**src/rtl/chunked_addsub.sv**
```systemverilog
// Multi-cycle adder/subtractor: adds a WIDTH-bit operand pair CHUNK bits per clock,
// least-significant slice first, with start/busy/done handshake and signed overflow.
module chunked_addsub #(
    parameter int unsigned WIDTH = 16,
    parameter int unsigned CHUNK = 4
) (
    input  logic             clk,
    input  logic             reset,
    input  logic             start,
    input  logic [WIDTH-1:0] A,
    input  logic [WIDTH-1:0] B,
    input  logic             Cin,
    input  logic             sub,
    output logic             busy,
    output logic             done,
    output logic [WIDTH-1:0] S,
    output logic             Cout,
    output logic             V
);

    localparam int unsigned N  = WIDTH / CHUNK;
    localparam int unsigned IW = (N > 1) ? $clog2(N) : 1;

    typedef enum logic {
        IDLE,
        RUN
    } state_t;

    state_t           state;
    logic [WIDTH-1:0] a_q;
    logic [WIDTH-1:0] b_q;
    logic             carry;
    logic [IW-1:0]    idx;

    logic [CHUNK-1:0] a_sl;
    logic [CHUNK-1:0] b_sl;
    logic [CHUNK:0]   sum;
    logic             ovf;
    logic             last;

    // One CHUNK-bit ripple on the current slice; the carry into the slice MSB is
    // recovered as a^b^s at that bit, so no separate narrower adder is needed.
    always_comb begin
        a_sl = a_q[idx*CHUNK +: CHUNK];
        b_sl = b_q[idx*CHUNK +: CHUNK];
        sum  = {1'b0, a_sl} + {1'b0, b_sl} + {{CHUNK{1'b0}}, carry};
        ovf  = a_sl[CHUNK-1] ^ b_sl[CHUNK-1] ^ sum[CHUNK-1] ^ sum[CHUNK];
        last = (idx == IW'(N - 1));
    end

    always_ff @(posedge clk) begin
        if (reset) begin
            state <= IDLE;
            a_q   <= '0;
            b_q   <= '0;
            carry <= 1'b0;
            idx   <= '0;
            S     <= '0;
            Cout  <= 1'b0;
            V     <= 1'b0;
            busy  <= 1'b0;
            done  <= 1'b0;
        end else begin
            done <= 1'b0;
            case (state)
                IDLE: begin
                    if (start) begin
                        // Subtract is A + ~B + !Cin, so invert B and the carry-in up front.
                        a_q   <= A;
                        b_q   <= sub ? ~B : B;
                        carry <= Cin ^ sub;
                        idx   <= '0;
                        Cout  <= 1'b0;
                        V     <= 1'b0;
                        busy  <= 1'b1;
                        state <= RUN;
                    end
                end
                RUN: begin
                    S[idx*CHUNK +: CHUNK] <= sum[CHUNK-1:0];
                    carry                 <= sum[CHUNK];
                    if (last) begin
                        idx   <= '0;
                        Cout  <= sum[CHUNK];
                        V     <= ovf;
                        busy  <= 1'b0;
                        done  <= 1'b1;
                        state <= IDLE;
                    end else begin
                        idx <= idx + IW'(1);
                    end
                end
                default: state <= IDLE;
            endcase
        end
    end

endmodule
```
**config.mk**
```make
export PLATFORM = sky130hd
export DESIGN_NAME = chunked_addsub
export DESIGN_NICKNAME = d
export VERILOG_FILES = /design/src/rtl/chunked_addsub.sv
export SDC_FILE = /design/constraint.sdc
export NUM_CORES = 1
export LEC_CHECK = 0
export ABC_CLOCK_PERIOD_IN_PS = 3000
export CORE_UTILIZATION = 50
export DETAILED_ROUTE_END_ITERATION = 16
export GPL_ROUTABILITY_DRIVEN = 0
export HOLD_SLACK_MARGIN = 0.1
export PLACE_DENSITY = 0.85
export SYNTH_ARGS = -nofsm -noshare
export SYNTH_HDL_FRONTEND = slang
export SYNTH_SLANG_ARGS = --single-unit
```
**constraint.sdc**
```tcl
create_clock -name clk -period 3 [get_ports clk]
set_input_delay 0.6 -clock clk [delete_from_list [all_inputs] [get_ports clk]]
set_output_delay 0.6 -clock clk [all_outputs]
set_load 0.05 [all_outputs]
```
==> run metrics, run 1 <==
CP Capture Type=flip-flop; Slowest-stage cell, CP=mux4_2; Worst setup SP type=flip-flop; clk buf depth=2; Clk pwr share=32.5%; Synth cell types=33; Synth Flop Type=dfxtp_1; RSZ-0062 raised after global routing=no; Clock Sinks=56; Avg Synthesized Cell Area=9.50 µm²; wire length per cell=13.4 µm; CTS tree=done; Skew-Pair Late Insertion Delay=0.31 ns; maxcap violations=0; Synthesized Nets=318; design area=0.00328 mm²; Yosys Warn Count=0; aggregate global routing overflow=0; worst min path class=reg -> reg; # diodes=0; Stages on worst setup path=7; pwr dens=499 mW/mm²; CTS buffer count=5; starting density of the core=53.2%; num ports=57; Fin. Hold Viols=0; crit path kind=reg -> reg; Resize count post-CTS=0; Via density=5.28; synthesized area=0.00256 mm²; leakage=0.00120 µW; Detailed Place HPWL=3770 µm; Reg2Reg Depth=7; Root Buffer=clkbuf_8; P&R area growth vs syn=27.9%; Worst VDD drop=0.000226 V; Reg clk slew, reported paths=0.09 ns; drt drc=0; part of the power in combinational logic=18.0%; ys async rst share=0%; Rel. slew slack=41.3%; synthesized flop and latch total=56; max-slew violations=0; # hold bufs at CTS=0; P_sw=416 µW; number of synthesized flops with an enable pin=0; gr usage total=21.4%; CORE AREA=0.00482 mm²; Initial DRC Count=103; Critical Path RT=3.19 ns; Crit path max-delay family=multiplexers; period utilisation layout=83.1%; register area share after synthesis=43.7%; nets@finish=368; Area after DPL=0.00315 mm²; Rows=25; first-pass GRT wire length=8840 µm; post-layout min period=2.49 ns; Port Buffers=56; WP buf/inv=1; total number of vias=2049; crit path max fanout=9; Die W=73.6 µm; Synth Instances=270; Post CTS Setup Buffer Count=0; register area=0.00112 mm²; chip height=73.6 µm; final setup fails=0; antenna violations before repair=0; Largest stage delay, worst path=0.56 ns; Die Area=0.00542 mm²; status=completed; DRT antenna net count=0; switching part of the total=25.4%; Detailed Route WL=5190 µm; drt first pass iters=4; worst slew pin tran=0.880 ns; worst path arrival time=2.69 ns; vias in the first global route=2001; fmax=401 MHz; Setup TNS=0 ns; register share of total power=49.6%; pin count of the biggest net entering global routing=53; worst hold path stage count=2; Pint=1220 µW; clk_skew=0.00331 ns; critical-path cell list=buf_4 > mux4_2 > ha_1 > a21o_1 > a21oi_1 > xor2_1 > o21ai_0; fillers=420; area of the multi-input gates=0.00134 mm²; CTS H-Tree Depth=2; layout cells sized above 1=8.72%
-- cell usage in the layout (no fill, tap or decap), drive strengths merged --
cell and n:
a211oi 17, a21o 1, a21oi 23, a22oi 12, and4 2, and4b 1, buf 7, bufinv 1
clkbuf 7, clkdlybuf4s50 55, dfxtp 56, fa 2, ha 9, inv 2, mux4 8, nand2 38
nand2b 6, nand3 3, nand3b 4, nand4b 1, nor2 36, nor2b 2, nor3 1, nor3b 1
nor4b 1, o21ai 4, o31ai 1, xnor2 17, xor2 3
-- kinds of logic after synthesis --
| logic type | count (synthesis) | synth area share, % |
|---|---|---|
| AND/OR/NAND/NOR | 96 | 17.6 |
| AO/OA/AOI/OAI | 58 | 14.7 |
| flip-flops | 56 | 43.7 |
| buffers and inverters | 21 | 4.20 |
| XOR/XNOR | 20 | 6.83 |
| adder cells (fa/ha/maj) | 11 | 5.95 |
| multiplexers | 8 | 7.02 |
-- cell type report --
type,count,share of cell area (%)
repair buffers,62,18.3
well taps,67,2.56
clock inverters,1,0.915
multi-input cells,193,40.9
inverters,2,0.229
flip-flops and latches,56,34.2
clock buffers,7,2.94
-- layer usage --
layer	share of wire, %	GRT usage (%)	routed length [µm]
met5	0	0	0
met4	2.1	7.48	110
met3	4.7	5.08	244
met2	49	35.9	2560
met1	44	26.9	2280
-- per-stage QoR --
stage | setup slack, ns | total power [µW] | utilization [%] | cells | hold WS [ns]
2_1_floorplan | 0.400 | 1020 | - | 270 | 0.433
3_3_place_gp | 0.575 | 1110 | 65.5 | 380 | 0.443
3_5_place_dp | 0.501 | 1120 | 65.5 | 380 | 0.448
4_1_cts | 0.482 | 1650 | 68.1 | 388 | 0.463
5_1_grt | 0.349 | 1710 | 68.1 | 388 | 0.478
6_report | 0.507 | 1640 | 68.1 | 388 | 0.460
-- Yosys cell counts (all sizes together), types with 4 or more instances --
cell    number  area [µm²]
a22oi       12        90.1
xnor2       17         149
nor2        36         135
nand3b       4        30.0
o21ai        4        20.0
nand2       38         145
ha           9         113
dfxtp       56        1120
a21oi       23         115
mux4         8         180
clkbuf       7        30.0
buf         12        70.1
nand2b       6        37.5
a211oi      17         138
-- power groups by stage --
| stage | registers, µW | clock network (µW) | logic (µW) |
|---|---|---|---|
| final | 811 | 531 | 294 |
| after global routing | 817 | 566 | 324 |
| after CTS | 811 | 540 | 298 |
| after detailed placement | 828 | 0 | 295 |
| after global placement | 827 | 0 | 286 |
| after floorplan | 834 | 0 | 187 |
-- tightest hold or removal path, cell delays in order (launching register included) --
cell,delay (ns)
dfxtp_1,0.32
nand2_1,0.05
a21oi_1,0.05
-- state kept, by name, indices dropped and copies added, names as in the netlist --
| signal | flops |
|---|---|
| Cout | 1 |
| V | 1 |
| idx | 2 |
| carry | 1 |
| busy | 1 |
| a_q | 16 |
| state | 1 |
| b_q | 16 |
| S | 16 |
| done | 1 |
-- path summary, 6_finish.rpt --
| check | from | end | slack, ns |
|---|---|---|---|
| worst max-delay path | idx[0] | S[3] | 0.51 |
| worst min-delay path | a_q[3] | a_q[3] | 0.46 |
| worst min register to register | a_q[3] | a_q[3] | 0.46 |
| worst max register to register | idx[0] | S[3] | 0.51 |
No activity file was read; power rests on OpenSTA's default activity.
==> run 2, diff against run 1 <==
==> config.mk (replaced) <==
export PLATFORM = sky130hd
export DESIGN_NAME = chunked_addsub
export DESIGN_NICKNAME = d
export VERILOG_FILES = /design/src/rtl/chunked_addsub.sv
export SDC_FILE = /design/constraint.sdc
export NUM_CORES = 1
export LEC_CHECK = 0
export ABC_CLOCK_PERIOD_IN_PS = 2100
export CORE_UTILIZATION = 45
export DETAILED_ROUTE_END_ITERATION = 16
export GPL_ROUTABILITY_DRIVEN = 0
export HOLD_SLACK_MARGIN = 0.1
export PLACE_DENSITY = 0.81
export SYNTH_ARGS = -nofsm -noshare
export SYNTH_HDL_FRONTEND = slang
export SYNTH_SLANG_ARGS = --single-unit
==> constraint.sdc (replaced) <==
create_clock -name clk -period 2.1 [get_ports clk]
set_input_delay 0.42 -clock clk [delete_from_list [all_inputs] [get_ports clk]]
set_output_delay 0.42 -clock clk [all_outputs]
set_load 0.05 [all_outputs]
==> run metrics, run 2 (synthesized netlist as in run 1, its figures left out) <==
Detailed Route WL=5360 µm (was 5190 µm); Skew-Pair Late Insertion Delay=0.31 ns (about the same); aggregate global routing overflow=0 (unchanged); Reg clk slew, reported paths=0.10 ns (was 0.09 ns); most frequent cells in the layout=55 x dfxtp_1, 55 x clkdlybuf4s50_1, 36 x nand2_1, 36 x nor2_1, 22 x a21oi_1 (was 56 x dfxtp_1, 55 x clkdlybuf4s50_1, 37 x nand2_1, 36 x nor2_1, 23 x a21oi_1); Critical Path RT=2.33 ns (was 3.19 ns); Crit path max-delay family=adder cells (was multiplexers); CP dominant cell by count=fa_2; drt drc=0 (unchanged); Worst VDD drop=0.000390 V (was 0.000226 V); fillers=455 (was 420); Rows=27 (was 25); CORE AREA=0.00551 mm² (was 0.00482 mm²); reg2reg setup slack=-0.19 ns (was 0.51 ns); design area=0.00343 mm² (was 0.00328 mm²); Fin. Hold Viols=0 (unchanged); layout cells sized above 1=15.0% (was 8.72%); clk_skew=0.0101 ns (was 0.00331 ns); first-pass GRT wire length=8850 µm (was 8840 µm); Port Buffers=56 (unchanged); CTS H-Tree Depth=2 (unchanged); # diodes=0 (unchanged); nets@finish=374 (was 368); CP endpoint=V (was S[3]); fmax=437 MHz (was 401 MHz); Reg2Reg Depth=7 (unchanged); num ports=57 (unchanged); Die W=77.5 µm (was 73.6 µm); period utilisation layout=109% (was 83.1%); Die Area=0.00601 mm² (was 0.00542 mm²); FF-to-FF Start=idx[0] (unchanged); drt first pass iters=4 (unchanged); Cells after DPL=391 (was 380); worst path arrival time=2.52 ns (was 2.69 ns); Slowest-stage cell, CP=mux4_2 (unchanged); Pint=1630 µW (was 1220 µW); Area after DPL=0.00324 mm² (was 0.00315 mm²); pin count of the biggest net entering global routing=50 (was 53); chip height=77.5 µm (was 73.6 µm); part of the power in combinational logic=21.5% (was 18.0%); switching part of the total=27.7% (was 25.4%); setup ws final=-0.190 ns (was 0.507 ns); final non-filler cell total=399 (was 388); CP Capture Type=flip-flop (unchanged); worst min path class=reg -> reg (unchanged); RSZ-0062 raised after global routing=yes (was no); violated checks=setup timing; worst r2r dst=V (was S[3]); P_sw=624 µW (was 416 µW); final setup fails=15 (was 0); crit path kind=reg -> reg (unchanged); Crit. Startpoint=idx[0] (unchanged); wire length per cell=13.4 µm (about the same); CTS tree=done (unchanged); post-layout min period=2.29 ns (was 2.49 ns); hold path startpoint=a_q[10] (was a_q[3]); register share of total power=51.4% (was 49.6%); biggest regs=S (16), a_q (16), b_q (16) (unchanged); DRT antenna net count=0 (unchanged); starting density of the core=46.6% (was 53.2%); CTS buffer count=5 (unchanged); critical-path cell list=mux4_2 > fa_2 > fa_2 > nand3_2 > nand2_4 > xor2_1 > o31ai_1 (was buf_4 > mux4_2 > ha_1 > a21o_1 > a21oi_1 > xor2_1 > o21ai_0); Initial DRC Count=96 (was 103); Rel. slew slack=55.1% (was 41.3%); Worst setup SP type=flip-flop (unchanged); pwr dens=658 mW/mm² (was 499 mW/mm²); Largest stage delay, worst path=0.52 ns (was 0.56 ns); Root Buffer=clkbuf_8 (unchanged); crit path max fanout=4 (was 9); Stages on worst setup path=7 (unchanged); Clk pwr share=27.1% (was 32.5%); Detailed Place HPWL=3920 µm (was 3770 µm); antenna violations before repair=0 (unchanged); maxcap violations=0 (unchanged); Via density=5.23 (was 5.28); status=finished with violations (was completed); gr usage total=18.7% (was 21.4%); WP buf/inv=0 (was 1); P&R area growth vs syn=33.6% (was 27.9%); clk buf depth=2 (unchanged); total number of vias=2087 (was 2049); max-slew violations=0 (unchanged); # hold bufs at CTS=0 (unchanged); power after layout=2250 µW (was 1640 µW); worst slew pin tran=0.673 ns (was 0.880 ns); Clock Sinks=56 (unchanged); leakage=0.00122 µW (was 0.00120 µW); vias in the first global route=1962 (was 2001)
run 2: final cells by class:
class                      count  area [µm²]  share of cell area, %
multi-input combinational    193        1430                   41.8
sequential                    56        1120                   32.8
timing repair buffer          68         678                   19.8
tap                           72        90.1                   2.63
clock buffer                   7        86.3                   2.52
clock inverter                 1        7.51                  0.219
inverter                       2        7.51                  0.219
run 2: power by group through the flow:
stage | combinational [µW] | clock [µW] | sequential [µW]
after global routing | 523 | 662 | 1170
after global placement | 447 | 0 | 1180
after detailed placement | 460 | 0 | 1180
after floorplan | 273 | 0 | 1190
final | 484 | 611 | 1160
after CTS | 468 | 617 | 1160
run 2: worst min-delay path by stage:
stage / end / cells after the start
global route: a_q[10] / 2
floorplan: a_q[10] / 2
CTS: a_q[10] / 2
detailed placement: a_q[10] / 2
global placement: a_q[14] / 2
finish: a_q[10] / 2
run 2: tightest hold or removal path: cells and delay by family, from the launching register on:
family	cells	cell delay, ns
flops	1	0.32
simple gates	1	0.05
compound gates	1	0.05
run 2: metal layers:
layer,wire (µm),track usage (%),vias up,share of wire [%]
met1,2300,22.5,984,43
met2,2750,32.1,51,51
li1,-,-,1042,-
met3,203,4.35,10,3.8
met4,110,7.36,0,2.1
met5,0,0,-,0
run 2: metrics by stage:
stage               setup WS, ns  TNS, ns  util (%)  hold WS [ns]
global route              -0.262    -2.91      62.2         0.476
global placement          -0.176    -1.18      58.9         0.440
finish                    -0.190    -2.00      62.2         0.456
floorplan                 -0.214    -2.27         -         0.433
detailed placement        -0.266    -2.08      58.9         0.447
CTS                       -0.197    -1.88      61.4         0.461
run 2: timing repair:
action                                  4_1_cts  5_1_grt
pin swaps                                     6        4
gates resized for setup                       8        8
endpoints found under the setup margin       15       15
setup buffers                                 2        0
hold endpoints to repair                      0        0
==> run 3, diff against run 2 <==
--- a/config.mk
+++ b/config.mk
@@ -5,12 +5,14 @@
 export SDC_FILE = /design/constraint.sdc
 export NUM_CORES = 1
 export LEC_CHECK = 0
+export ABC_AREA = 0
 export ABC_CLOCK_PERIOD_IN_PS = 2100
 export CORE_UTILIZATION = 45
 export DETAILED_ROUTE_END_ITERATION = 16
 export GPL_ROUTABILITY_DRIVEN = 0
 export HOLD_SLACK_MARGIN = 0.1
 export PLACE_DENSITY = 0.81
+export REMOVE_ABC_BUFFERS = 1
 export SYNTH_ARGS = -nofsm -noshare
 export SYNTH_HDL_FRONTEND = slang
 export SYNTH_SLANG_ARGS = --single-unit
==> run metrics, run 3 (synthesized netlist as in run 1, its figures left out) <==
global route hottest layer=met2 (unchanged); drt first pass iters=4 (unchanged); # diodes=0 (unchanged); Fin. Hold Viols=0 (unchanged); met3 usage=4.47% (was 4.35%); Clock Sinks=56 (unchanged); status=finished with violations (unchanged); most frequent cells in the layout=55 x dfxtp_1, 55 x clkdlybuf4s50_1, 36 x nand2_1, 36 x nor2_1, 21 x a21oi_1 (was 55 x dfxtp_1, 55 x clkdlybuf4s50_1, 36 x nand2_1, 36 x nor2_1, 22 x a21oi_1); Worst setup SP type=flip-flop (unchanged); design area=0.00345 mm² (was 0.00343 mm²); crit path kind=reg -> reg (unchanged); Initial DRC Count=95 (was 96); P&R area growth vs syn=34.6% (was 33.6%); clk buf depth=2 (unchanged); antenna violations before repair=0 (unchanged); Via density=5.17 (was 5.23); crit path max fanout=4 (unchanged); violated checks=setup timing (unchanged); Critical Path RT=2.35 ns (was 2.33 ns); Crit path max-delay family=adder cells (unchanged); Area after DPL=0.00326 mm² (was 0.00324 mm²); period utilisation layout=110% (was 109%); chip height=77.5 µm (unchanged); RSZ-0062 raised after global routing=yes (unchanged); maxcap violations=0 (unchanged); fillers=464 (was 455); first-pass GRT wire length=9050 µm (was 8850 µm); CP dominant cell by count=fa_2 (unchanged); Detailed Place HPWL=3920 µm (about the same); drt drc=0 (unchanged); final setup fails=15 (unchanged); WP buf/inv=0 (unchanged); Largest stage delay, worst path=0.52 ns (about the same); area of the multi-input gates=0.00140 mm² (was 0.00143 mm²); DRT antenna net count=0 (unchanged); post-layout min period=2.31 ns (was 2.29 ns); Setup TNS=-2.01 ns (was -2.00 ns); Reg clk slew, reported paths=0.10 ns (about the same); gr usage total=19.2% (was 18.7%); Worst VDD drop=0.000370 V (was 0.000390 V); leakage=0.00126 µW (was 0.00122 µW); Port Buffers=56 (unchanged); critical-path cell list=mux4_2 > fa_2 > fa_2 > xor2_2 > a22oi_1 > nor2_1 (was mux4_2 > fa_2 > fa_2 > nand3_2 > nand2_4 > xor2_1 > o31ai_1); Root Buffer=clkbuf_8 (unchanged); CP Capture Type=flip-flop (unchanged); total number of vias=2083 (was 2087); worst path arrival time=2.56 ns (was 2.52 ns); Detailed Route WL=5490 µm (was 5360 µm); nets@finish=378 (was 374); CTS buffer count=5 (unchanged); worst slew pin tran=0.604 ns (was 0.673 ns); pin count of the biggest net entering global routing=50 (unchanged); vias in the first global route=1920 (was 1962); Skew-Pair Late Insertion Delay=0.32 ns (was 0.31 ns); pwr dens=692 mW/mm² (was 658 mW/mm²); Slowest-stage cell, CP=mux4_2 (unchanged); GR Layer Usage met1=24.0% (was 22.5%); register area=0.00112 mm² (unchanged); layout cells sized above 1=15.7% (was 15.0%); aggregate global routing overflow=0 (unchanged); biggest regs=S (16), a_q (16), b_q (16) (unchanged); CTS tree=done (unchanged); max-slew violations=0 (unchanged); starting density of the core=46.6% (unchanged); CORE AREA=0.00551 mm² (unchanged); met2 Resource Use GR=32.6% (was 32.1%); clk_skew=0.0102 ns (was 0.0101 ns); Die Area=0.00601 mm² (unchanged); Die W=77.5 µm (unchanged); fmax=434 MHz (was 437 MHz); setup ws final=-0.206 ns (was -0.190 ns); Rel. slew slack=59.7% (was 55.1%); wire length per cell=13.6 µm (was 13.4 µm); Rows=27 (unchanged); num ports=57 (unchanged); CTS H-Tree Depth=2 (unchanged); worst min path class=reg -> reg (unchanged)
-- run 3: cell count changes in the layout (fill, tap and decap cells not counted), moves of 2 or more --
| cell | previous run | this run |
|---|---|---|
| a22oi_1 | 5 | 7 |
| a22oi_2 | 7 | 5 |
| buf_4 | 8 | 13 |
| ha_1 | 7 | 9 |
-- run 3: cell type report --
type                       instances  share of cell area (%)
clock buffer                       6                    2.39
clock inverter                     2                    1.12
inverter                           2                   0.217
multi-input combinational        193                    40.7
sequential                        56                    32.6
tap                               72                    2.61
timing repair buffer              72                    20.4
-- run 3: what timing repair did --
item,CTS,global route
hold buffers,0,0
setup buffers,0,1
pin swaps,1,1
gates resized for setup,11,6
endpoints found under the setup margin,15,15
-- run 3: per-stage QoR --
stage / cells / utilization (%) / setup slack [ns] / power, µW / hold WS (ns)
after detailed placement: 395 / 59.2 / -0.384 / 1650 / 0.443
after global placement: 395 / 59.2 / -0.317 / 1630 / 0.443
after global routing: 403 / 62.7 / -0.274 / 2490 / 0.482
after floorplan: 251 / - / -0.632 / 1420 / 0.427
final: 403 / 62.7 / -0.206 / 2390 / 0.460
after CTS: 402 / 62.0 / -0.185 / 2390 / 0.457
-- run 3: tightest hold or removal path, cell delays in order, from the launching register on --
cell,delay [ns]
dfxtp_1,0.32
nand2_1,0.05
a21oi_1,0.05
-- run 3: routing by layer --
| metal | share of wire [%] | vias up |
|---|---|---|
| met5 | 0 | - |
| met4 | 1.4 | 0 |
| met3 | 3.9 | 9 |
| met2 | 49 | 48 |
| met1 | 46 | 975 |
| li1 | - | 1051 |
-- run 3: final timing paths --
path / start / endpoint / slack [ns] / depth (start not counted)
setup / recovery: idx[0] / S[6] / -0.21 / 6
hold / removal: a_q[11] / a_q[11] / 0.46 / 2
setup reg to reg: idx[0] / S[6] / -0.21 / 6
hold reg to reg: a_q[11] / a_q[11] / 0.46 / 2
-- run 3: power breakdown --
part	internal (µW)	total (µW)	leakage [µW]	switching, µW
combinational	242	490	0.000740	247
clock	390	741	0.0000614	351
sequential	1120	1160	0.000459	36.7
total	1750	2390	0.00126	635
